File: src/rtl/tcb_trigger_scheduler.sv
// tcb_trigger_scheduler: serializes peripheral trigger events into monitored TCB invocations
module tcb_trigger_scheduler #(
   parameter logic [15:0] TCB_BASE   = 16'hFAE0,
   parameter logic [15:0] TCB_SIZE   = 16'h03FC,
   parameter int          N_SRC      = 3,
   parameter logic [15:0] ENTRY_WAIT = 16'd64,
   parameter logic [15:0] RUN_BUDGET = 16'h4000
) (
   input  logic             clk,
   input  logic             rst_n,
   input  logic [15:0]      pc,
   input  logic [N_SRC-1:0] trig_req,
   input  logic             irq_ack,
   output logic             tcb_irq,
   output logic [1:0]       tcb_src,
   output logic             busy,
   output logic [N_SRC-1:0] pending,
   output logic [N_SRC-1:0] overrun,
   output logic             reset
);
   typedef enum logic [1:0] {IDLE, REQ, ENTER, RUN} state_t;
   state_t state, state_n;
   logic [N_SRC-1:0] trig_q, ev, gmask;
   logic [1:0] last_src, gsrc, sel_lo, sel_hi;
   logic has_hi, grant, in_tcb, viol, run_start;
   logic [15:0] cnt;
   assign ev = trig_req & ~trig_q;
   assign in_tcb = {1'b0, pc} >= {1'b0, TCB_BASE} && {1'b0, pc} <= {1'b0, TCB_BASE} + {1'b0, TCB_SIZE};
   assign grant = state == IDLE && |pending;
   assign gmask = grant ? N_SRC'(1) << gsrc : '0;
   assign viol = ((state == REQ || state == ENTER) && cnt == ENTRY_WAIT)
              || (state == ENTER && in_tcb && pc != TCB_BASE)
              || (state == RUN && cnt == RUN_BUDGET);
   assign run_start = state == ENTER && state_n == RUN;
   // round-robin pick: lowest pending source above last_src, else lowest pending overall
   always_comb begin
      sel_lo = '0;
      sel_hi = '0;
      has_hi = 1'b0;
      for (int i = N_SRC - 1; i >= 0; i--) begin
         if (pending[i]) sel_lo = 2'(i);
         if (pending[i] && i > int'(last_src)) begin
            sel_hi = 2'(i);
            has_hi = 1'b1;
         end
      end
      gsrc = has_hi ? sel_hi : sel_lo;
   end
   // state register
   always_ff @(posedge clk)
      if (!rst_n) state <= IDLE;
      else state <= state_n;
   // next-state: any violation returns to IDLE ahead of normal progress
   always_comb begin
      case (state)
         IDLE:    state_n = grant ? REQ : IDLE;
         REQ:     state_n = viol ? IDLE : irq_ack ? ENTER : REQ;
         ENTER:   state_n = viol ? IDLE : in_tcb ? RUN : ENTER;
         RUN:     state_n = viol || !in_tcb ? IDLE : RUN;
         default: state_n = IDLE;
      endcase
   end
   // outputs decoded from state
   always_comb begin
      tcb_irq = state == REQ;
      busy = state != IDLE;
   end
   // event latching, grant bookkeeping, saturating phase counter and violation pulse
   always_ff @(posedge clk) begin
      if (!rst_n) begin
         trig_q   <= '0;
         pending  <= '0;
         overrun  <= '0;
         last_src <= 2'(N_SRC - 1);
         tcb_src  <= '0;
         cnt      <= '0;
         reset    <= 1'b0;
      end else begin
         trig_q  <= trig_req;
         reset   <= viol;
         overrun <= overrun | (ev & pending & ~gmask);
         pending <= viol ? '0 : (pending & ~gmask) | ev;
         if (grant) begin
            tcb_src  <= gsrc;
            last_src <= gsrc;
         end
         cnt <= grant || run_start ? '0 : state != IDLE && cnt != '1 ? cnt + 16'd1 : cnt;
      end
   end
endmodule

File: config.mk
export PLATFORM = sky130hd
export DESIGN_NAME = tcb_trigger_scheduler
export DESIGN_NICKNAME = d
export VERILOG_FILES = /design/src/rtl/tcb_trigger_scheduler.sv
export SDC_FILE = /design/constraint.sdc
export NUM_CORES = 1
export LEC_CHECK = 0
export BUFFER_PORTS_ARGS = -buffer_cell sky130_fd_sc_hd__buf_2
export CORE_MARGIN = 4
export CORE_UTILIZATION = 45
export DETAILED_ROUTE_END_ITERATION = 8
export PLACE_DENSITY = 0.66
export SKIP_CTS_REPAIR_TIMING = 1
export SLEW_MARGIN = 15
export SYNTH_ARGS = -nofsm -noshare
export SYNTH_HDL_FRONTEND = slang
export SYNTH_SLANG_ARGS = --single-unit
File: constraint.sdc
create_clock -name clk -period 1.9 [get_ports clk]
set_input_delay 0.095 -clock clk [delete_from_list [all_inputs] [get_ports clk]]
set_output_delay 0.095 -clock clk [all_outputs]
set_load 0.05 [all_outputs]
After elaboration in Yosys (flattened, before gate mapping)
Index checks and enable logic that the tools add are counted.
{"block": "classes", "n_lt_le_gt_ge": 4, "n_shift": 1, "muxes": 16, "n_eq_ne": 8, "n_reduce_logical": 21, "n_bitwise": 9, "addsub": 1}
{"operator": "16-bit != test (second input constant)", "n": 2}
{"operator": "2-bit two-way mux", "n": 10}
{"operator": "16-bit by 1-bit adder with 16-bit output (second input constant)", "n": 1}
{"operator": "16-bit by 15-bit equality test with 1-bit output (second input constant)", "n": 1}
{"operator": "16-bit by 7-bit equality test with 1-bit output (second input constant)", "n": 1}
{"operator": "16-bit greater-or-equal comparator (second input constant)", "n": 1}
{"operator": "16-bit <= comparator (second input constant)", "n": 1}
{"operator": "3-bit AND", "n": 4}
{"operator": "1-bit logical AND", "n": 10}
{"operator": "2-bit case mux with 4 select lines", "n": 1}
{"operator": "2-bit equality test (second input constant)", "n": 3}
{"operator": "3-bit NOT", "n": 2}
{"operator": "3-bit OR", "n": 2}
{"operator": "1-bit logical OR", "n": 5}
{"operator": "1-bit two-way mux", "n": 4}
{"operator": "2-bit OR reduction", "n": 2}
{"operator": "3-bit two-way mux", "n": 1}
{"operator": "3-bit OR reduction", "n": 1}
{"operator": "1-bit by 2-bit left shift with 3-bit output (first input constant)", "n": 1}
{"operator": "2-bit by 1-bit equality test with 1-bit output (second input constant)", "n": 1}
{"operator": "1-bit by 2-bit greater-than comparator with 1-bit output (first input constant)", "n": 1}
{"operator": "2-bit greater-than comparator (first input constant)", "n": 1}
{"operator": "2-bit logical NOT", "n": 1}
{"operator": "2-bit nonzero test", "n": 1}
{"operator": "2 further kinds", "n": 2}
{"block": "totals", "ff_bits": 32, "out_inout_bits": 11}

Longest topological paths before layout
Gate-level depths: netlist of run 1.
{"block": "depth", "ltp_word": 13, "mapped_depth": 9}

Worst setup path after synthesis of run 1
Ideal clock, no wire load.
{"block": "synth_timing", "kind": "reg-to-reg", "from": "reg state[0]", "to": "reg cnt[11]", "path_stages_with_launch": 9, "arrival_time_ps": 1875, "n_path_buf": 0, "slack_ps": -89, "t_required_ps": 1785, "cell_sequence": "dfxtp_1 -> inv_1 -> ha_1 -> inv_1 -> and4_1 -> a21boi_0 -> and3_1 -> xnor2_1 -> nor2_1"}
{"block": "synth_via", "elab_cells_between_ends": 24}
{"item": "start: declaration", "line_no": "22", "source": "state_t state, state_n;"}
{"item": "start signal: assignment", "line_no": "52", "source": "else state <= state_n;"}
{"item": "2-bit nonzero test"}
{"item": "net busy", "line_no": "16", "source": "output logic busy,"}
{"item": "1-bit logical AND", "line_no": "87", "source": "cnt <= grant || run_start ? '0 : state != IDLE && cnt != '1 ? cnt + 16'd1 : cnt;"}
{"item": "end signal: assignment", "line_no": "87"}
{"item": "end: declaration", "line_no": "26", "source": "logic [15:0] cnt;"}
The timed path passes the listed nets, and every way through them passes these cells.
A chain may end at the register's enable or synchronous reset.

Worst setup path in the final report of run 1
{"block": "layout_timing", "from": "reg cnt[0]", "to": "reg cnt[4]"}
{"block": "layout_via", "elab_chain_len": 11, "elab_cells_between_ends": 18}
{"item": "16-bit by 7-bit equality test with 1-bit output", "line_no": "31", "source": "assign viol = ((state == REQ || state == ENTER) && cnt == ENTRY_WAIT)"}
{"item": "1-bit logical AND", "line_no": "31"}
{"item": "1-bit logical OR", "line_no": "32", "source": "|| (state == ENTER && in_tcb && pc != TCB_BASE)"}
{"item": "1-bit logical OR", "line_no": "33", "source": "|| (state == RUN && cnt == RUN_BUDGET);"}
{"item": "1-bit logical OR", "line_no": "59", "source": "RUN: state_n = viol || !in_tcb ? IDLE : RUN;"}
{"item": "2-bit two-way mux", "line_no": "59"}
{"item": "2-bit case mux with 4 select lines", "line_no": "55", "source": "case (state)"}
{"item": "2-bit equality test", "line_no": "34", "source": "assign run_start = state == ENTER && state_n == RUN;"}
{"item": "1-bit logical AND", "line_no": "34"}
{"item": "1-bit logical OR", "line_no": "87"}
{"item": "2-bit OR reduction (no line)"}
Several ways; a longest one is shown, not always the timed one.

==> run metrics, run 1 <==
status complete, no violations; Rows 21; DRC viols 0; crit-path cells ha_1, nand3_1, nor3_2, a21oi_2, nor2b_1, xnor2_1, nor2_1; input/output buffers 32; Finished Layout Cells 275; met2 WL 1.71 mm; Critical Path Source Type register; hpwl dp around 2.6 mm; crit path setup slack, layout between 100 and 150 ps; Worst Path Buf+Inv 0; Via Count 1455; setup slack, reg-to-reg 120 ps; die width 67.8 um; drt via density 5.29; WL per Instance ~13 um; first-pass GRT wire length 5.95 mm; area delta synth->final 23.2%; Tmin final between 1500 and 2000 ps; Adder-Cell Fraction of Synth Area 5.45%; core area ~3400 um2; Psw 0.410 mW; peak supply drop 0.361 mV; Starting Density 47.4%; Worst R2R Path Depth 7; Hold Path End last_src[1]; largest family of logic cells by synthesized area simple AND/OR/NAND/NOR gates; largest net degree at the start of global routing 17; reg2reg end cnt[4]; worst min path class in2reg; syn nets approximately 220; Layout Nets 257; Clock Path Buffers 2; register area share after synthesis 38.6%; die area 4590 um2; final wirelength about 3.5 mm; worst-margin pin slew 507 ps; CTS H-tree depth 2; Clock Pin Slew Worst Setup and Hold Paths 100 ps; Syn Area/Cell 8.64 um2; Highest Signal Layer met4; Unique masters post-synth 41; GRT Total Usage approximately 17%; Req. time, crit path 2120 ps; FMAX approximately 0.56 GHz; critical path data arrival time approximately 2000 ps; Slowest-stage cell, CP dfxtp_1; dpl ws 58.9 ps; Netlist Area Pre-Place 1610 um2; Logic pwr share 16.4%; final hold viol count 0; Initial DRC Count 70; CP endpoint kind register; Int Pwr about 1.2 mW; WHS Path Cells 2; vias in the first global route ~1400; die height 67.8 um; Clock power frac between 30% and 40%; max capacitance violation total 0; DRT Pass-1 Iters 4; post-synthesis mux area share 0.623%; Post-synth top flop dfxtp_1; Rel. slew slack approximately two thirds; DR WL met3 165 um; CTS Root Cell clkbuf_4; Yosys Warn Count 0; grt ovf 0; Synth Area in Compound Gates 16.0%; hold path startpoint rst_n; routed metal-1 wirelength between 1.5 and 2 mm; Setup-failing EPs final 0; Worst path top cell family by delay simple AND/OR/NAND/NOR gates; placed insts 263; Worst-Skew Late Latency approximately 330 ps; Final Max Tran Viols 0; Placer Congestion 0.788; Post-synth EDFFs 0; Net Sw Frac roughly a quarter; Core Util, Final between 50% and 60%; CP Class reg2reg; Tcrit/Tclk final 93.8%; reg-to-reg startpoint cnt[0]; layout cells sized above 1 22.3%; Layout Skew 17.3 ps; total CTS buffers 5; crit-path max cell delay approximately 430 ps; antenna fix cells 0; Pwr per Cell Area 803 nW/um2; Flop pwr share 43.8%; Routed Antenna Nets 0; Synth Area in XOR/XNOR 8.18%; Syn Inst Count 186; simple logic cell fraction of the synthesized area 28.0%; TritonCTS Sinks 31; worst-path maximum fanout 7; initial antenna violation count 0; Top-Level Pins 33; CTS tree yes; Synth async-reset ratio 0%; leakage 0.818 nW; synthesized flop and latch total 31
[logic make-up (layout without fill, tap and decap cells)]
group	count (synthesis)	in the layout
xor+xnor	15	15
compound gates	36	36
simple gates	86	86
flops	31	31
fa+ha+maj	7	7
buf+inv	10	53
mux	1	1
[worst register-to-register path: stages (launching register included)]
cell     delay, ps
dfxtp_1        430
ha_1           200
nand3_1        160
nor3_2         360
a21oi_2        170
nor2b_1        170
xnor2_1        140
nor2_1          60
[state kept, by name, indices dropped and copies added, names as in the netlist]
name	flops
overrun	3
tcb_src	2
state	2
trig_q	3
reset	1
cnt	16
pending	3
last_src	1
[power groups by stage]
stage | registers [mW] | logic (mW) | clock network [mW]
after CTS | 0.696 | 0.255 | 0.650
after detailed placement | 0.711 | 0.253 | 0
after global placement | 0.710 | 0.248 | 0
after global routing | 0.701 | 0.285 | 0.677
after floorplan | 0.739 | 0.156 | 0
final | 0.696 | 0.260 | 0.633
[synth_stat cells (5+ instances only)]
cell type,instances,area (um2)
dfxtp_1,31,621
nor2_1,23,86.3
inv_1,7,26.3
nand3_1,11,55.1
o21ai_0,6,30.0
nor3_1,6,30.0
nand2_1,13,48.8
xnor2_1,7,61.3
a21oi_1,6,30.0
xor2_1,8,70.1
and2_1,5,31.3
ha_1,7,87.6
and3_1,6,37.5
[placed cells by master (no fill, tap or decap), types with 3 or more instances in the layout]
| master | count |
|---|---|
| buf_2 | 32 |
| dfxtp_1 | 31 |
| nor2_1 | 23 |
| nand2_1 | 13 |
| nand3_1 | 11 |
| xor2_1 | 8 |
| xnor2_1 | 7 |
| inv_1 | 6 |
| and3_1 | 6 |
| o21ai_0 | 6 |
| ha_1 | 6 |
| a21oi_1 | 5 |
| and2_1 | 5 |
| clkbuf_4 | 5 |
| and4_1 | 4 |
| nor3_1 | 4 |
| o211ai_1 | 4 |
| nand2b_1 | 4 |
| nor2b_1 | 4 |
| o21a_1 | 4 |
| nand4_1 | 3 |
| dlygate4sd3_1 | 3 |
| buf_4 | 3 |
[per-layer routing]
layer | global-route usage [%] | vias up
met3 | 3.99 | 7
met5 | 0 | -
met1 | 19.8 | 668
li1 | - | 741
met4 | 6.84 | 0
met2 | 29.0 | 39
[per-stage QoR]
step | TNS [ps] | hold slack, ps | total power, mW | cell area [um2]
after global routing | -122 | 24.7 | 1.66 | 1980
after global placement | 0 | 312 | 0.957 | 1820
after floorplan | -18.1 | 217 | 0.895 | 1610
after detailed placement | 0 | 325 | 0.964 | 1820
after CTS | 0 | -26.6 | 1.60 | 1920
final | 0 | 40.2 | 1.59 | 1980
[layout make-up]
cell class	count	area, um2
Timing Repair Buffer	38	213
Fill cell	312	1410
Clock inverter	2	60.1
Sequential cell	31	621
Inverter	7	30.0
Multi-Input combinational cell	145	957
Tap cell	46	57.6
Clock buffer	6	41.3
[how the worst max path moves through the flow]
stage | to | startpoint | depth (start not counted) | slack (ps)
after CTS | cnt[11] | state[0] | 8 | 20
after floorplan | cnt[11] | state[0] | 8 | -20
after detailed placement | cnt[11] | state[0] | 8 | 60
after global routing | cnt[4] | cnt[0] | 7 | -40
after global placement | state[0] | cnt[8] | 6 | 140
final | cnt[4] | cnt[0] | 7 | 120
No activity file was read; power rests on OpenSTA's default activity.
==> run 2, diff against run 1 <==
ABC_AREA = 1   (was unset)
PLACE_DENSITY = 0.64   (was 0.66)
==> run metrics, run 2 <==
status complete, but fails checks; failing checks hold timing; register area share after synthesis 32.9%; worst-path maximum fanout 25; Tmin final roughly 1800 ps; Final Total Pwr 1.86 mW; Worst-Skew Late Latency 290 ps; hold path startpoint trig_req[0]; dpl ws 164 ps; die height 72.8 um; Layout Nets 351; grt ovf 0; peak supply drop 0.629 mV; synthesized flop and latch total 31; setup slack, reg-to-reg between 100 and 150 ps; most frequent cells in the layout nand2_1, nor2_1, inv_1; count leader, synth nand2_1; Placer Congestion 0.831; max capacitance violation total 0; Rows 23; Syn Inst Count approximately 280; reg-to-reg startpoint cnt[1]; CTS H-tree depth 2; Post-synth top flop dfxtp_1; initial antenna violation count 0; CP endpoint kind register; sequential standard cell area 621 um2; drt via density 4.63; first-pass GRT wire length 6.47 mm; worst min path class in2reg; reg2reg end cnt[3]; vias in the first global route ~1500; CTS Root Cell clkbuf_8; CP Class reg2reg; hold slack -5.76 ps; Rel. slew slack 52.5%; input/output buffers 32; area delta synth->final 19.8%; hpwl dp between 2 and 3 mm; Unique masters post-synth 28; max FFs per register 16; leakage 1.04 nW; WL per Instance 9.88 um; Netlist Area Pre-Place 1890 um2; Fillers ~410; WHS Path Cells 3; final hold viol count 2; worst-margin pin slew 706 ps; syn nets 311; Top-Level Pins 33; Clock Pin Slew Worst Setup and Hold Paths 70 ps; Hold Path End trig_q[0]; largest net degree at the start of global routing 26; GRT Total Usage 15.5%; Synth async-reset ratio 0%; Layout Skew 9.33 ps; CTS tree yes; Post-DP Area ~2100 um2; Worst R2R Path Depth 10; TritonCTS Sinks 31; Pwr per Cell Area 823 nW/um2; FMAX 0.567 GHz; Critical Path Source Type register; Req. time, crit path between 2000 and 2500 ps; Yosys top cell area share approximately a third; die width between 70 and 80 um; core area 4030 um2; area occupied by multi-input gates roughly 1000 um2; Clock Path Buffers 2; commonest non-fill, non-tap cell in the layout nand2_1; Syn Area/Cell 6.69 um2; Post-synth EDFFs 0; layout cells sized above 1 20.7%; Tcrit/Tclk final 92.9%; Via Count 1727; die area 5290 um2; total CTS buffers 5; Yosys Warn Count 0; Area contributors post-synth dfxtp_1, nand2_1, nor2_1, inv_1, xor2_1; DRC viols 0; Starting Density 46.8%; critical path data arrival time ~2000 ps; biggest area consumer among synthesized cells dfxtp_1; Commonest cells post-synth nand2_1, nor2_1, inv_1, dfxtp_1, nand3_1; DRT Pass-1 Iters 4; crit path setup slack, layout 135 ps; final wirelength 3.69 mm; Setup-failing EPs final 0; antenna fix cells 0; Setup TNS 0 ps; Routed Antenna Nets 0; Final Cell Area 2260 um2; Initial DRC Count 98; Largest Register cnt; Final Max Tran Viols 0
==> run 2: cell count changes after synthesis, moves of 5 or more <==
cell     change
and2_1       -5
o21ai_2      +5
and3_1       -6
nand3_1      +5
inv_1       +41
inv_2        +6
xnor2_1      -7
nand2_1     +43
nor2_1      +28
xor2_1       +6
==> run 2: metrics by stage <==
stage,hold WS [ps],utilization (%),cells
2_1_floorplan,188,-,282
3_3_place_gp,290,52.0,363
3_5_place_dp,295,52.0,363
4_1_cts,-14.6,55.4,371
5_1_grt,17.0,56.1,373
6_report,-5.76,56.1,373
==> run 2: worst max-delay path, stage by stage (launching register included) <==
cell	delay, ps
dfxtp_1	350
ha_1	170
nand2_1	110
nor3_4	260
nand4_2	130
nand2_2	130
nand2_8	140
nand2_1	130
xor2_1	140
inv_1	50
nor2_1	80
==> run 2: power by group <==
group          switching, mW  internal, mW
clock network          0.261         0.523
registers             0.0177         0.680
logic                  0.267         0.110
total                  0.546          1.31
==> run 2: logic make-up (layout without fill, tap and decap cells) <==
group	count (synthesis)	count (layout)	synth area share (%)
AND/OR/NAND/NOR	145	145	34.5
buffers and inverters	60	101	13.1
flip-flops	31	31	32.9
AO/OA/AOI/OAI	25	25	8.29
XOR/XNOR	14	14	6.50
adder cells (fa/ha/maj)	7	7	4.64
==> run 2: cell type report <==
cell class,instances,share of cell area (%)
Multi-Input combinational cell,191,45.7
Sequential cell,31,27.5
Inverter,56,9.30
Timing Repair Buffer,37,8.75
Clock buffer,5,3.05
Clock inverter,3,2.99
Tap cell,50,2.77
==> run 2: how the worst max path moves through the flow <==
stage	depth (start not counted)	slack, ps	end	from
CTS	10	160	cnt[3]	cnt[1]
global placement	8	230	cnt[12]	state[0]
detailed placement	10	160	cnt[2]	cnt[1]
global route	10	-20	cnt[2]	cnt[1]
floorplan	9	90	cnt[0]	state[0]
finish	10	130	cnt[3]	cnt[1]
==> run 2: per-layer routing <==
layer	up-vias	part of all wire (%)	global-route usage (%)
li1	942	-	-
met1	748	48	19.6
met2	31	45	24.5
met3	6	4.7	3.72
met4	0	1.7	7.99
met5	-	0	0
